`src/rtl/snoop_write_port_if.sv`:
```
// rtl/snoop_write_port_if.sv - bus bundle between the snoop write port and its environment
//
// Groups the forwarded-store input, the local pipeline status, the DMEM snoop
// write port and the status flags. The slave modport is the snoop_write_port
// view; the master modport is the view of whatever drives it (coherency
// controller plus local pipeline).
//   ext*         forwarded store from the other core (one-cycle valid pulse)
//   locWren      local pipeline DMEM write this cycle (priority over snoop)
//   locRd*       local MEM-stage load address/valid for hit detection
//   mem*         registered snoop write to the local DMEM port
//   rdHit        local load word matches a pending entry
//   forceStall   request that the local pipeline freeze so the FIFO drains
//   busy         FIFO non-empty
//   errFlag      sticky overflow / misaligned / illegal-funct3 error
interface snoop_write_port_if;
    logic [31:0] extAddr;
    logic [31:0] extData;
    logic [2:0]  extFunct3;
    logic        extWren;
    logic        locWren;
    logic [31:0] locRdAddr;
    logic        locRden;
    logic        memWren;
    logic [29:0] memAddr;
    logic [3:0]  memByteEn;
    logic [31:0] memData;
    logic        rdHit;
    logic        forceStall;
    logic        busy;
    logic        errFlag;

    modport master (
        output extAddr, extData, extFunct3, extWren,
        output locWren, locRdAddr, locRden,
        input  memWren, memAddr, memByteEn, memData,
        input  rdHit, forceStall, busy, errFlag
    );

    modport slave (
        input  extAddr, extData, extFunct3, extWren,
        input  locWren, locRdAddr, locRden,
        output memWren, memAddr, memByteEn, memData,
        output rdHit, forceStall, busy, errFlag
    );
endinterface

```
`src/rtl/snoop_write_port.sv`:
```
// rtl/snoop_write_port.sv - receive side of the inter-core store broadcast
//
// Queues stores forwarded from the other core, converts each to a byte-enabled
// word write at push time, and drains the queue into the local DMEM write port
// on cycles where the local pipeline is not writing. If draining is blocked for
// STARVE_MAX cycles the block raises forceStall until the queue is empty.
// Ports:
//   clk    core clock (posedge only)
//   reset  asynchronous, active-high; clears all state
//   bus    snoop_write_port_if.slave (see interface file for signal list)
module snoop_write_port #(
    parameter int DEPTH      = 4,
    parameter int STARVE_MAX = 8
) (
    input logic               clk,
    input logic               reset,
    snoop_write_port_if.slave bus
);

    localparam int AW = $clog2(DEPTH);
    localparam int CW = $clog2(STARVE_MAX + 1);

    typedef enum logic [1:0] {
        ST_IDLE,
        ST_DRAIN,
        ST_FORCE
    } state_t;

    // Entry storage; contents are only meaningful between the pointers, so it
    // needs no reset.
    logic [29:0] r_addr_q [DEPTH];
    logic [3:0]  r_be_q   [DEPTH];
    logic [31:0] r_data_q [DEPTH];

    // Extra MSB distinguishes full from empty when the index bits match.
    logic [AW:0]   r_wr_ptr;
    logic [AW:0]   r_rd_ptr;
    logic [CW-1:0] r_starve;
    state_t        r_state;
    logic          r_force;
    logic          r_err;
    logic          r_mem_wren;
    logic [29:0]   r_mem_addr;
    logic [3:0]    r_mem_be;
    logic [31:0]   r_mem_data;

    logic          w_legal_f3;
    logic          w_misalign;
    logic [3:0]    w_be;
    logic [31:0]   w_wdata;
    logic          w_push_req;
    logic          w_bad;
    logic          w_empty;
    logic          w_full;
    logic          w_pop;
    logic          w_push;
    logic          w_ovf;
    logic [AW:0]   w_count;
    logic [AW-1:0] w_off;
    logic          w_hit;
    logic          w_unused;

    // Lane formation and legality of the incoming store.
    always_comb begin
        w_legal_f3 = 1'b1;
        w_misalign = 1'b0;
        w_be       = 4'b0000;
        w_wdata    = 32'h0;
        case (bus.extFunct3)
            3'b000: begin
                w_be    = 4'b0001 << bus.extAddr[1:0];
                w_wdata = {4{bus.extData[7:0]}};
            end
            3'b001: begin
                w_be       = bus.extAddr[1] ? 4'b1100 : 4'b0011;
                w_wdata    = {2{bus.extData[15:0]}};
                w_misalign = bus.extAddr[0];
            end
            3'b010: begin
                w_be       = 4'b1111;
                w_wdata    = bus.extData;
                w_misalign = |bus.extAddr[1:0];
            end
            default: w_legal_f3 = 1'b0;
        endcase
    end

    assign w_push_req = bus.extWren & w_legal_f3 & ~w_misalign;
    assign w_bad      = bus.extWren & (~w_legal_f3 | w_misalign);

    assign w_empty = (r_wr_ptr == r_rd_ptr);
    assign w_full  = (r_wr_ptr[AW] != r_rd_ptr[AW]) &&
                     (r_wr_ptr[AW-1:0] == r_rd_ptr[AW-1:0]);
    assign w_count = r_wr_ptr - r_rd_ptr;

    // No bypass: an empty FIFO never pops, even when a push lands this edge.
    assign w_pop  = ~w_empty & ~bus.locWren;
    // A same-edge pop frees the slot a full FIFO needs for the push.
    assign w_push = w_push_req & (~w_full | w_pop);
    assign w_ovf  = w_push_req & w_full & ~w_pop;

    // Pending-entry hit: an entry is valid when its distance from the read
    // pointer is below the occupancy.
    always_comb begin
        w_hit = 1'b0;
        w_off = '0;
        for (int i = 0; i < DEPTH; i++) begin
            w_off = AW'(i) - r_rd_ptr[AW-1:0];
            if (({1'b0, w_off} < w_count) && (r_addr_q[i] == bus.locRdAddr[31:2]))
                w_hit = 1'b1;
        end
    end

    assign w_unused = &{1'b0, bus.locRdAddr[1:0]};

    always_ff @(posedge clk) begin
        if (w_push) begin
            r_addr_q[r_wr_ptr[AW-1:0]] <= bus.extAddr[31:2];
            r_be_q[r_wr_ptr[AW-1:0]]   <= w_be;
            r_data_q[r_wr_ptr[AW-1:0]] <= w_wdata;
        end
    end

    // Pointers, error flag and the registered DMEM write port.
    always_ff @(posedge clk or posedge reset) begin
        if (reset) begin
            r_wr_ptr   <= '0;
            r_rd_ptr   <= '0;
            r_err      <= 1'b0;
            r_mem_wren <= 1'b0;
            r_mem_addr <= '0;
            r_mem_be   <= '0;
            r_mem_data <= '0;
        end else begin
            if (w_push)
                r_wr_ptr <= r_wr_ptr + {{AW{1'b0}}, 1'b1};
            if (w_bad | w_ovf)
                r_err <= 1'b1;
            r_mem_wren <= w_pop;
            if (w_pop) begin
                r_rd_ptr   <= r_rd_ptr + {{AW{1'b0}}, 1'b1};
                r_mem_addr <= r_addr_q[r_rd_ptr[AW-1:0]];
                r_mem_be   <= r_be_q[r_rd_ptr[AW-1:0]];
                r_mem_data <= r_data_q[r_rd_ptr[AW-1:0]];
            end
        end
    end

    // Starvation FSM: counts blocked cycles while draining and escalates to a
    // pipeline stall once the limit is reached.
    always_ff @(posedge clk or posedge reset) begin
        if (reset) begin
            r_state  <= ST_IDLE;
            r_starve <= '0;
            r_force  <= 1'b0;
        end else begin
            case (r_state)
                ST_IDLE: begin
                    r_starve <= '0;
                    r_force  <= 1'b0;
                    if (!w_empty)
                        r_state <= ST_DRAIN;
                end
                ST_DRAIN: begin
                    if (w_empty) begin
                        r_state  <= ST_IDLE;
                        r_starve <= '0;
                    end else if (w_pop) begin
                        r_starve <= '0;
                    end else if (bus.locWren) begin
                        r_starve <= r_starve + CW'(1);
                        if (r_starve == CW'(STARVE_MAX - 1)) begin
                            r_state <= ST_FORCE;
                            r_force <= 1'b1;
                        end
                    end
                end
                ST_FORCE: begin
                    if (w_empty) begin
                        r_state  <= ST_IDLE;
                        r_starve <= '0;
                        r_force  <= 1'b0;
                    end
                end
                default: begin
                    r_state  <= ST_IDLE;
                    r_starve <= '0;
                    r_force  <= 1'b0;
                end
            endcase
        end
    end

    assign bus.memWren    = r_mem_wren;
    assign bus.memAddr    = r_mem_addr;
    assign bus.memByteEn  = r_mem_be;
    assign bus.memData    = r_mem_data;
    assign bus.rdHit      = bus.locRden & w_hit;
    assign bus.forceStall = r_force;
    assign bus.busy       = ~w_empty;
    assign bus.errFlag    = r_err;

endmodule

```
`src/flat_wrapper.sv`:
```
// flat-port wrapper written by rule: the top's interface ports become plain ports
module snoop_write_port_flat 
#(
    parameter int DEPTH      = 4,
    parameter int STARVE_MAX = 8
)
  (clk, reset, bus_extAddr, bus_extData, bus_extFunct3, bus_extWren, bus_locWren, bus_locRdAddr, bus_locRden, bus_memWren, bus_memAddr, bus_memByteEn, bus_memData, bus_rdHit, bus_forceStall, bus_busy, bus_errFlag);
  snoop_write_port_if bus_i ();
  input logic clk;
  input logic reset;
  input wire logic [$bits(bus_i.extAddr)-1:0] bus_extAddr;
  input wire logic [$bits(bus_i.extData)-1:0] bus_extData;
  input wire logic [$bits(bus_i.extFunct3)-1:0] bus_extFunct3;
  input wire logic [$bits(bus_i.extWren)-1:0] bus_extWren;
  input wire logic [$bits(bus_i.locWren)-1:0] bus_locWren;
  input wire logic [$bits(bus_i.locRdAddr)-1:0] bus_locRdAddr;
  input wire logic [$bits(bus_i.locRden)-1:0] bus_locRden;
  output wire logic [$bits(bus_i.memWren)-1:0] bus_memWren;
  output wire logic [$bits(bus_i.memAddr)-1:0] bus_memAddr;
  output wire logic [$bits(bus_i.memByteEn)-1:0] bus_memByteEn;
  output wire logic [$bits(bus_i.memData)-1:0] bus_memData;
  output wire logic [$bits(bus_i.rdHit)-1:0] bus_rdHit;
  output wire logic [$bits(bus_i.forceStall)-1:0] bus_forceStall;
  output wire logic [$bits(bus_i.busy)-1:0] bus_busy;
  output wire logic [$bits(bus_i.errFlag)-1:0] bus_errFlag;
  assign bus_i.extAddr = bus_extAddr;
  assign bus_i.extData = bus_extData;
  assign bus_i.extFunct3 = bus_extFunct3;
  assign bus_i.extWren = bus_extWren;
  assign bus_i.locWren = bus_locWren;
  assign bus_i.locRdAddr = bus_locRdAddr;
  assign bus_i.locRden = bus_locRden;
  assign bus_memWren = bus_i.memWren;
  assign bus_memAddr = bus_i.memAddr;
  assign bus_memByteEn = bus_i.memByteEn;
  assign bus_memData = bus_i.memData;
  assign bus_rdHit = bus_i.rdHit;
  assign bus_forceStall = bus_i.forceStall;
  assign bus_busy = bus_i.busy;
  assign bus_errFlag = bus_i.errFlag;
  snoop_write_port #(.DEPTH(DEPTH), .STARVE_MAX(STARVE_MAX)) u_core (.clk(clk), .reset(reset), .bus(bus_i));
endmodule
```
`config.mk`:
```
export PLATFORM = sky130hd
export DESIGN_NAME = snoop_write_port_flat
export DESIGN_NICKNAME = d
export VERILOG_FILES = /design/src/rtl/snoop_write_port_if.sv /design/src/rtl/snoop_write_port.sv /design/src/flat_wrapper.sv
export SDC_FILE = /design/constraint.sdc
export NUM_CORES = 1
export LEC_CHECK = 0
export BUFFER_PORTS_ARGS = -buffer_cell sky130_fd_sc_hd__buf_2
export CAP_MARGIN = 25
export CELL_PAD_IN_SITES_DETAIL_PLACEMENT = 0
export CELL_PAD_IN_SITES_GLOBAL_PLACEMENT = 2
export CORE_UTILIZATION = 43
export CTS_CLUSTER_DIAMETER = 30
export CTS_CLUSTER_SIZE = 12
export DETAILED_ROUTE_END_ITERATION = 8
export PLACE_DENSITY = 0.77
export SYNTH_ARGS = -nofsm -noshare
export SYNTH_HDL_FRONTEND = slang
export SYNTH_SLANG_ARGS = --single-unit
```
`constraint.sdc`:
```
create_clock -name clk -period 5.35 [get_ports clk]
set_input_delay 0.8025 -clock clk [delete_from_list [all_inputs] [get_ports clk]]
set_output_delay 0.8025 -clock clk [all_outputs]
set_load 0.03 [all_outputs]
```
======== Word level (Yosys, flattened, before mapping) ========
Memories as Yosys holds them, arrays and structs flattened. A register that Yosys moved wholly into a read port is not among the register bits.
Cells that the tools add are included.
word-level totals
  input bits .............................. 104
  memory bits (writable) .................. 264
  memories kept ........................... 3
  output and inout bits ................... 71
  register bits after elaboration ......... 15
  logic and storage cells ................. 103
operators by class
  $lt $le $gt $ge ......................... 4
  reductions and logical operators ........ 12
  equal/unequal tests ..................... 22
  muxes and demuxes ....................... 29
  $add $sub $neg .......................... 8
  bitwise gates (word level) .............. 17
  shift-type cells ........................ 1
memory list
  name             depth  width  read ports  clocked after memory_dff  wr ports  RTL line                RTL
  u_core.r_data_q  4      32     1           1                         1         snoop_write_port.sv:33  logic [31:0] r_data_q [DEPTH];
  u_core.r_addr_q  4      30     5           1                         1         snoop_write_port.sv:31  logic [29:0] r_addr_q [DEPTH];
  u_core.r_be_q    4      4      1           1                         1         snoop_write_port.sv:32  logic [3:0] r_be_q [DEPTH];
operator list
  cell                                                               number
  30-bit == test                                                     4
  32-bit one-hot mux with 3 select lines                             1
  4-bit 2-to-1 mux                                                   5
  2-bit by 3-bit less-than comparator with 1-bit output              4
  1-bit 2-to-1 mux                                                   12
  2-bit 2-to-1 mux                                                   6
  4-bit one-hot mux with 3 select lines                              1
  5-bit AND reduction                                                2
  1-bit AND                                                          8
  2-bit != test, second input constant                               4
  4-bit one-hot mux with 2 select lines                              1
  3-bit by 1-bit adder with 3-bit output, second input constant      2
  3-bit by 2-bit != test with 1-bit output, second input constant    2
  1-bit NOT                                                          6
  2-bit one-hot mux with 3 select lines                              1
  1-bit logical AND                                                  5
  4-bit by 1-bit adder with 4-bit output, second input constant      1
  4-bit by 3-bit == test with 1-bit output, second input constant    1
  2-bit by 1-bit != test with 1-bit output, second input constant    2
  4-bit by 2-bit != test with 1-bit output, second input constant    1
  1-bit one-hot mux with 2 select lines                              2
  1-bit by 2-bit << shifter with 4-bit output, first input constant  1
  1-bit by 2-bit subtractor with 2-bit output, first input constant  2
  2-bit subtractor, first input constant                             2
  other kinds (15)                                                   17

======== Depth between registers and ports, before layout ========
Gate-level depths: netlist (run 1).
  depth after elaboration ................. 8
  gate-level depth with buffers ........... 11
  depth with buffers taken out ............ 10

======== Worst setup path before layout (run 1) ========
No wires, ideal clock.
  path kind ............................... reg2reg
  from .................................... register u_core.r_rd_ptr[1]
  to ...................................... memory u_core.r_addr_q[3][0], enable pin
  buffers on the path ..................... 2
  setup slack ............................. 1.394 ns
  data required time ...................... 4.917 ns
  clock period less this slack ............ 3.956 ns
  library setup time ...................... 0.433 ns
  cell stages (with the launch flop) ...... 9
  data arrival time ....................... 3.524 ns
  path through ............................ dfrtp_1 buf_2 buf_1 inv_1 ha_1 nand3_1 nor2_1 nor4b_4 and2_1
between the ends
  word-level cells in the longest chain between the ends .. 7
  elaborated cells on any way between the ends .. 10
  classes of those cells .................. eq/ne: 2; mux: 2; bitwise: 5; reduce/logical: 1
ends and longest elaborated chain
  item                                                   RTL line                                        RTL
  from (decl)                                            snoop_write_port.sv:37                          logic [AW:0] r_rd_ptr;
  from (signal assigned)                                 snoop_write_port.sv:141                         r_rd_ptr <= r_rd_ptr + {{AW{1'b0}}, 1'b1};
  3-bit == test / 2-bit == test (equally long branches)  snoop_write_port.sv:91, snoop_write_port.sv:93
  1-bit NOT / 1-bit logical AND (equally long branches)  snoop_write_port.sv:97, snoop_write_port.sv:92
  1-bit AND / 1-bit NOT (equally long branches)          snoop_write_port.sv:97, snoop_write_port.sv:99
  1-bit OR *                                             snoop_write_port.sv:99                          assign w_push = w_push_req & (~w_full | w_pop);
  1-bit AND *                                            snoop_write_port.sv:99
  1-bit 2-to-1 mux *                                     snoop_write_port.sv:117                         if (w_push) begin
  1-bit 2-to-1 mux (not written as such) *               snoop_write_port.sv:118                         r_addr_q[r_wr_ptr[AW-1:0]] <= bus.extAddr[31:2];
  to (decl)                                              snoop_write_port.sv:31
Every way passes the cells marked *; elsewhere a longest branch is shown, timed or not.

======== Final worst setup path (run 1) ========
  from .................................... register u_core.r_rd_ptr[0]
  to ...................................... output bus_rdHit
between the ends
  word-level cells in the longest chain between the ends .. 8
  elaborated cells on any way between the ends .. 18
  classes of those cells .................. add/sub: 5; order compare: 4; mux: 4; bitwise: 1; reduce/logical: 4
ends and longest elaborated chain
  item                                                                                    RTL line                                         RTL
  3-bit subtractor / 1-bit by 2-bit subtractor with 2-bit output (equally long branches)  snoop_write_port.sv:94, snoop_write_port.sv:108
  2-bit by 3-bit less-than comparator with 1-bit output                                   snoop_write_port.sv:109                          if (({1'b0, w_off} < w_count) && (r_addr_q[i] == bus.locRdAddr[31:2]))
  1-bit logical AND                                                                       snoop_write_port.sv:109
  1-bit 2-to-1 mux (3 in series)                                                          snoop_write_port.sv:109
  1-bit 2-to-1 mux *                                                                      snoop_write_port.sv:109
  1-bit AND *                                                                             snoop_write_port.sv:198                          assign bus.rdHit = bus.locRden & w_hit;
  to (decl)                                                                               flat_wrapper.sv:22                               output wire logic [$bits(bus_i.rdHit)-1:0] bus_rdHit;
Marks and branches as above.

==> impl_metrics.ini, run 1 <==
[run_status]
outcome = completed

[sta]
max-slew-margin-rel = 0.361
skew_ns = 0.0187
fmax_mhz = 222
period_needed_ns = 4.51
hold_viol = 0
setup_tns_ns = 0
slew_violations = 0
setup_violations = 0
max_slew.worst_pin.slew_ns = 0.959
rsz0062_at_grt = false
fin_crit_sh = 0.842

[global_routing]
grtUsageTotal = 0.207
grt_max_degree = 68
grt_pass1_wl_mm = 53.6
antenna_found_initial = 3
overflow = 0
first_global_vias = 8638

[clock_tree]
cts-root-buf = clkbuf_16
cts_setup_buffers = 0
cts_sinks = 345
hold_buffers = 0
clock_path_buffers = 3
h-tree-depth = 3
cts_tree = done
clkTransAtPathRegs_ns = 0.04
ctsResizeCount = 0
cts_inserted_buffers = 76
insertion_delay_ns = 0.56

[synthesis]
synth.distinct_cells = 42
yosysTopAreaCellShare = 0.527
yosysWarnings = 0
syn-num-nets = 1003
yosysTopAreaCell = edfxtp_1
synth_ff_type = edfxtp_1
ys_async_sr_fraction = 0.235
synth-seq-cells = 345
syn_area_um2 = 15000
postSynthAreaPerCell_um2 = 17.0
synthCells = 884
synth_edf_count = 264
ys_seq_area_frac = 0.662
synth_area_leaders = edfxtp_1, dfrtp_1, xnor2_1

[setup_path]
critPathBufInv = 3
slowest_stage = dfrtp_4
endpoint_kind = output pin
crit_arrival_ns = 3.70
critPathTopFamily = adder cells
cp_max_fo = 26
path_cells = ha_1, inv_1, fa_1, inv_1, ha_1, nor2b_1, o21ai_0, nand3_1, a41oi_1, buf_2
worstSetupStartpointType = flop
r2r_slack_ns = 2.00
cpPeakStageDelay_ns = 0.75
worstSetupPathType = reg2out
cp.required_ns = 4.55

[power_and_ir_drop]
ir_worst_vdd_mv = 0.368
p_leak_uw = 0.00690
p_per_area_nw_per_um2 = 581
power_uw = 10900

[job]
drv_cap = 0

[placed_design]
place_hpwl_mm = 23.2
dpl-instance-area_um2 = 16300
place_congestion = 0.822
portBuffers = 172

[routing]
drt_iter0_drc = 490
vias = 8322
antenna_left = 0
vias_per_cell = 5.20
wirelength_mm = 35.8
wl_per_cell_um = 22.4
drc_errors = 0
drtPass1Iterations = 5

[cells_and_area]
final_nets = 1201
area_delta_synth_final_pct = 25.2
fin_area_um2 = 18800
drive_gt1_frac = 0.374
n_fill_cell = 2834

[floorplanning]
initial_core_util = 0.437
die_w_um = 189
io_pins = 175
core_um2 = 34500
die_y_um = 189
rows = 68
die_area_um2 = 35700

[min_path]
hp-class = in2async
through the flow:
step | utilization | hold WS, ns | instances | setup WS, ns
2_1_floorplan | - | 0.462 | 884 | 1.39
3_3_place_gp | 0.472 | 0.463 | 1458 | 1.48
3_5_place_dp | 0.472 | 0.477 | 1458 | 1.43
4_1_cts | 0.546 | 0.364 | 1597 | 0.806
5_1_grt | 0.546 | 0.388 | 1598 | 0.613
6_report | 0.547 | 0.357 | 1599 | 0.845
Yosys cell counts (2+ instances only):
| library cell | count |
|---|---|
| edfxtp_1 | 264 |
| xnor2_1 | 126 |
| dfrtp_1 | 81 |
| mux2_2 | 60 |
| mux4_2 | 47 |
| clkbuf_1 | 43 |
| nor2_1 | 35 |
| a21oi_1 | 31 |
| nand4_1 | 29 |
| mux4_1 | 19 |
| nand2_1 | 16 |
| ha_1 | 14 |
| nor2b_1 | 14 |
| and2_1 | 12 |
| inv_1 | 12 |
| buf_6 | 11 |
| mux2i_1 | 8 |
| nor4_1 | 8 |
| nand3_1 | 7 |
| o21ai_0 | 6 |
| buf_2 | 5 |
| mux2_1 | 5 |
| a22oi_1 | 4 |
| or2_2 | 4 |
| buf_1 | 2 |
| nand2b_1 | 2 |
| o21a_1 | 2 |
| o31ai_1 | 2 |
| xor2_1 | 2 |
cell families (layout without fill, tap and decap cells):
kind of cell | Yosys count | in the layout | share of synthesized area
flops | 345 | 345 | 0.662
mux | 140 | 140 | 0.159
simple gates | 132 | 132 | 0.0482
xor+xnor | 128 | 128 | 0.0745
buf+inv | 75 | 334 | 0.0256
compound gates | 49 | 49 | 0.0183
fa+ha+maj | 15 | 15 | 0.0130
other cells | 0 | 1 | 0
layout by cell type (no fill, tap or decap), types with 6 or more instances in the layout:
master     count
mux4_1        19
nand3_1        7
o21ai_0        6
clkinv_4      10
nor4_1         8
mux2i_1        8
clkbuf_16     79
buf_2        172
and2_1         8
inv_6          9
clkinv_2      11
inv_1         11
bufinv_16      7
xnor2_1      126
a21oi_1       31
mux2_2        60
ha_1          14
clkbuf_1      10
dfrtp_1       79
nor2_1        35
edfxtp_1     264
buf_4          6
nor2b_1       14
nand4_1       29
mux4_2        47
nand2_1       16
power breakdown:
group / total, µW / leakage [µW] / internal (µW) / switching (µW)
combinational: 2830 / 0.00230 / 1200 / 1620
clock: 4540 / 0.00124 / 3070 / 1470
sequential: 3580 / 0.00336 / 3320 / 257
total: 10900 / 0.00690 / 7600 / 3350
sequential cells by signal, summed over array words and instances, names as in the netlist:
register               count
u_core.bus.errFlag         1
u_core.bus.forceStall      1
u_core.bus.memAddr        30
u_core.bus.memByteEn       4
u_core.bus.memData        32
u_core.bus.memWren         1
u_core.r_addr_q          120
u_core.r_be_q             16
u_core.r_data_q          128
u_core.r_rd_ptr            3
u_core.r_starve            4
u_core.r_state             2
u_core.r_wr_ptr            3
worst reg2reg max path: cells and delay by family (launching register included):
kind                     cells  cell delay [ns]
adder cells (fa/ha/maj)      1             0.35
flip-flops                   1             0.75
AND/OR/NAND/NOR              4             1.36
buffers and inverters        2             0.52
final timing paths:
path / cells after the start / end / startpoint
setup / recovery: 10 / bus_rdHit / u_core.r_rd_ptr[0]
hold / removal: 2 / u_core.bus.memAddr[4] / reset
setup reg to reg: 7 / u_core.r_data_q[2][22] / u_core.r_rd_ptr[0]
hold reg to reg: 1 / u_core.bus.errFlag / u_core.bus.errFlag
max in group asynchronous: 3 / u_core.r_rd_ptr[0] / reset
min in group clk: 1 / u_core.r_addr_q[1][2] / bus_extAddr[4]
metal layers:
metal	global-route usage	up-vias	part of all wire
met5	0	-	0.0010
met4	0.0583	6	0.018
met3	0.0621	62	0.068
met2	0.336	276	0.49
met1	0.269	4192	0.42
li1	-	3786	-
area by class of cell:
type                            instances  area, µm²  area share
Antenna cell                            1       2.50    0.000133
Clock buffer                           91       2040       0.108
Clock inverter                         48        499      0.0265
Inverter                               12       47.5     0.00252
Multi-Input combinational cell        464       4710       0.250
Sequential cell                       345       9960       0.529
Tap cell                              455        569      0.0302
Timing Repair Buffer                  183       1010      0.0534
Note: power is estimated with default switching activity, not from simulation.
==> inputs of run 2 (changes only) <==
==> constraint.sdc (replaced) <==
create_clock -name clk -period 4.25 [get_ports clk]
set_input_delay 0.6375 -clock clk [delete_from_list [all_inputs] [get_ports clk]]
set_output_delay 0.6375 -clock clk [all_outputs]
set_load 0.03 [all_outputs]
==> run 2 against run 1 <==
Clock skew is 0.0040 ns higher. Largest power group unchanged. Sequential share of layout area is 0.42 points lower. Critical path type unchanged. Cell area is 0.80% higher.
==> impl_metrics.ini, run 2 (same netlist as run 1, synthesis figures left out) <==
[run_status]
outcome = completed

[clock_tree]
cts-root-buf = clkbuf_16
insertion_delay_ns = 0.58
cts_tree = done
cts_sinks = 345
ctsResizeCount = 0
cts_inserted_buffers = 79
clkTransAtPathRegs_ns = 0.05
h-tree-depth = 3
cts_setup_buffers = 0
hold_buffers = 0
clock_path_buffers = 3

[sta]
hold_viol = 0
skew_ns = 0.0228
holdWs_ns = 0.238
slew_violations = 0
fin_crit_sh = 0.934
setup_tns_ns = 0
max-slew-margin-rel = 0.298
period_needed_ns = 3.97
max_slew.worst_pin.slew_ns = 1.05
rsz0062_at_grt = false
fmax_mhz = 252
setup_violations = 0

[cells_and_area]
largest_reg_flops = 128
antenna_cells = 0
layout_common_cells = edfxtp_1, buf_2, xnor2_1
drive_gt1_frac = 0.377
final_nets = 1208
final_common_cell = edfxtp_1
fin_area_um2 = 19000
area_delta_synth_final_pct = 26.2
fin_cells = 1610

[global_routing]
grt_max_degree = 68
grtUsageTotal = 0.206
antenna_found_initial = 2
first_global_vias = 8939
grt_pass1_wl_mm = 54.0
overflow = 0

[power_and_ir_drop]
p_leak_uw = 0.00697
power_uw = 14000
p_per_area_nw_per_um2 = 737
ir_worst_vdd_mv = 0.403

[routing]
drc_errors = 0
wirelength_mm = 35.4
vias_per_cell = 5.20
vias = 8369
antenna_left = 0
wl_per_cell_um = 22.0
drt_iter0_drc = 495
drtPass1Iterations = 5

[floorplanning]
die_w_um = 189
rows = 68
initial_core_util = 0.437
io_pins = 175
die_area_um2 = 35700
die_y_um = 189
core_um2 = 34500

[placed_design]
dp.cells = 1463
place_hpwl_mm = 23.3
portBuffers = 172
place_congestion = 0.830
dpl-instance-area_um2 = 16300

[setup_path]
crit_arrival_ns = 3.33
cp.required_ns = 3.61
endpoint_kind = output pin
worstSetupPathType = reg2out
worstSetupStartpointType = flop
cp_max_fo = 5

[min_path]
hp-class = in2async

[job]
drv_cap = 0
==> run 2: changes by cell type in the layout (fill, tap and decap cells not counted), sizes merged <==
cell      delta
diode        -1
clkinv       +9
buf          +4
inv          -6
clkinvlp     +2
clkbuf       +1
bufinv       +2
==> run 2: final timing paths <==
check / end / startpoint / slack [ns] / cells after the start
setup / recovery: bus_rdHit / u_core.r_wr_ptr[0] / 0.28 / 11
max in group asynchronous: u_core.bus.memAddr[25] / reset / 3.15 / 3
hold reg to reg: u_core.bus.memData[9] / u_core.bus.memData[9] / 0.49 / 1
setup reg to reg: u_core.r_addr_q[3][11] / u_core.r_rd_ptr[0] / 0.97 / 8
hold / removal: u_core.r_state[1] / reset / 0.24 / 2
min in group clk: u_core.r_addr_q[0][24] / bus_extAddr[26] / 0.28 / 1
==> run 2: stage by stage <==
step	worst slack, ns	util
floorplan	0.294	-
global placement	0.837	0.474
detailed placement	0.856	0.474
CTS	0.242	0.551
global route	0.0915	0.551
finish	0.280	0.551
==> run 2: layer usage <==
metal / global-route usage / routed length (µm) / up-vias
li1: - / - / 3797
met3: 0.0528 / 2170 / 62
met5: 0 / 27 / -
met2: 0.333 / 17500 / 271
met4: 0.0701 / 758 / 4
met1: 0.270 / 15000 / 4235
==> run 2: final cells by class <==
type,count,area [µm²]
clock buffers,92,2080
clock inverters,55,587
repair buffers,187,1040
inverters,12,47.5
well taps,455,569
flip-flops and latches,345,9960
multi-input cells,464,4710
fillers,2806,15500
==> run 2: power by group <==
group	internal [µW]	total, µW	switching, µW
Sequential	4190	4430	244
Clock	4040	5930	1880
Combinational	1530	3620	2090
Total	9760	14000	4220
==> run 2: critical path, cell delays in order (launching register included) <==
cell and delay [ns]:
dfrtp_1 0.41, inv_1 0.16, ha_1 0.20, inv_1 0.08, fa_1 0.53, inv_1 0.10
ha_1 0.30, nor2b_1 0.12, o21ai_0 0.18, nand3_1 0.09, a41oi_1 0.34, buf_2 0.27
==> inputs of run 3 (changes only) <==
--- a/config.mk
+++ b/config.mk
@@ -9,6 +9,7 @@
 export CAP_MARGIN = 25
 export CELL_PAD_IN_SITES_DETAIL_PLACEMENT = 0
 export CELL_PAD_IN_SITES_GLOBAL_PLACEMENT = 2
+export CORE_MARGIN = 3
 export CORE_UTILIZATION = 43
 export CTS_CLUSTER_DIAMETER = 30
 export CTS_CLUSTER_SIZE = 12
==> run 3 against run 2 <==
Routed wire length grew 2.2%. Sequential power is 0.9% higher. Core utilization grew 0.54 points. Die area up 4.3%. Cell count down 0.81%. Flip-flop and latch count is the same. Clock skew about the same. Maximum frequency grew 0.38%. Non-clock buffer count grew 1. Cell area shrank 0.26%. Hold slack got worse by 0.013 ns. Worst setup slack better by 0.015 ns. Largest cell class unchanged. Highest routed layer unchanged.
==> impl_metrics.ini, run 3 (same netlist as run 1, synthesis figures left out) <==
[power_and_ir_drop]
combPwrFrac = 0.259
p_switching_uw = 4130
p_int_uw = 9810
ir_worst_vdd_mv = 0.379
p_leak_uw = 0.00695
power_uw = 13900
power_frac_seq = 0.321
pwr-share-clk = 0.420
p_per_area_nw_per_um2 = 736
switching_share = 0.296

[clock_tree]
cts_inserted_buffers = 75
clock_path_buffers = 3
cts-root-buf = clkbuf_16
ctsResizeCount = 0
clkTransAtPathRegs_ns = 0.04
insertion_delay_ns = 0.56
cts_tree = done
hold_buffers = 0
h-tree-depth = 3
cts_setup_buffers = 0
cts_sinks = 345

[cells_and_area]
drive_gt1_frac = 0.372
area_delta_synth_final_pct = 25.9
fin_cells = 1597
layout_common_cells = edfxtp_1, buf_2, xnor2_1
final_nets = 1205
final_common_cell = edfxtp_1
antenna_cells = 0
n_fill_cell = 2737
largest_reg_flops = 128

[global_routing]
antenna_found_initial = 4
grt_max_degree = 68
grt_pass1_wl_mm = 53.9
overflow = 0
first_global_vias = 8965
grtUsageTotal = 0.198

[sta]
max_slew.worst_pin.slew_ns = 0.949
period_needed_ns = 3.96
fin_ws_ns = 0.294
max-slew-margin-rel = 0.368
holdWs_ns = 0.225
fin_crit_sh = 0.931
rsz0062_at_grt = false
skew_ns = 0.0231
hold_viol = 0
slew_violations = 0
setup_tns_ns = 0
setup_violations = 0
fmax_mhz = 253

[setup_path]
cpPeakStageDelay_ns = 0.53
critPathBufInv = 4
critPathTopFamily = adder cells
cp.required_ns = 3.61
worstSetupPathType = reg2out
cp_max_fo = 5
crit_path_frequent_cell = inv_1
crit_arrival_ns = 3.32
path_cells = inv_1, ha_1, inv_1, fa_1, inv_1, ha_1, nor2b_1, o21ai_0, nand3_1, a41oi_1, buf_2
endpoint_kind = output pin
worstSetupStartpointType = flop
slowest_stage = fa_1

[run_status]
outcome = completed

[routing]
wl_met2_mm = 17.6
antenna_left = 0
drtPass1Iterations = 5
wl_met1_mm = 15.6
wl_per_cell_um = 22.7
wirelength_mm = 36.2
vias_per_cell = 5.28
drc_errors = 0
vias = 8438
highest_layer = met5
wl_met3_mm = 2.35
drt_iter0_drc = 564

[floorplanning]
die_w_um = 193
rows = 67
io_pins = 175
die_y_um = 193
die_area_um2 = 37300
core_um2 = 34000
initial_core_util = 0.442

[placed_design]
dpl_worst_slack_ns = 0.825
place_hpwl_mm = 24.0
dp.cells = 1457
place_congestion = 0.808
portBuffers = 172

[job]
drv_cap = 0

[min_path]
hp-class = in2async
[run 3: cell count changes in the layout (fill, tap and decap cells not counted), sizes merged]
cell / previous run / this run
clkinv: 35 / 18
clkbuf: 92 / 103
buf: 187 / 188
bufinv: 9 / 10
clkinvlp: 7 / 6
inv: 16 / 15
[run 3: final timing paths]
| path | from | end | slack, ns | depth (start not counted) |
|---|---|---|---|---|
| max in group asynchronous | reset | u_core.bus.memAddr[25] | 3.13 | 3 |
| max | u_core.r_wr_ptr[0] | bus_rdHit | 0.29 | 11 |
| min in group clk | bus_extAddr[29] | u_core.r_addr_q[3][27] | 0.29 | 1 |
| min reg2reg | u_core.bus.memData[16] | u_core.bus.memData[16] | 0.50 | 1 |
| max reg2reg | u_core.r_rd_ptr[0] | u_core.r_addr_q[0][22] | 1.14 | 8 |
| min | reset | u_core.bus.forceStall | 0.22 | 2 |
[run 3: layer usage]
layer / GRT usage / up-vias
met5: 0 / -
met4: 0.0618 / 8
met3: 0.0510 / 49
met2: 0.320 / 271
met1: 0.267 / 4319
li1: - / 3791
[run 3: layout make-up]
class	instances	area (µm²)	share of cell area
tap	448	561	0.0296
sequential	345	9960	0.526
inverter	12	47.5	0.00251
multi-input combinational	464	4710	0.249
timing repair buffer	188	1050	0.0555
clock buffer	103	2120	0.112
clock inverter	37	492	0.0260
[run 3: worst reg2reg max path: cells and delay by family, from the launching register on]
kind | cells | cell delay (ns)
flops | 1 | 0.40
simple gates | 4 | 1.20
buf+inv | 3 | 0.85
fa+ha+maj | 1 | 0.34
[run 3: stage by stage]
step | cell area [µm²] | utilization
finish | 18900 | 0.556
global route | 18900 | 0.556
CTS | 18900 | 0.556
detailed placement | 16300 | 0.480
global placement | 16300 | 0.479
floorplan | 15000 | -
[run 3: power by group through the flow]
| stage | combinational (µW) | clock [µW] | sequential (µW) |
|---|---|---|---|
| final | 3610 | 5850 | 4470 |
| after global routing | 3920 | 6140 | 4530 |
| after CTS | 3690 | 5940 | 4480 |
| after detailed placement | 3670 | 0 | 4530 |
| after global placement | 3640 | 0 | 4520 |
| after floorplan | 2090 | 0 | 5120 |
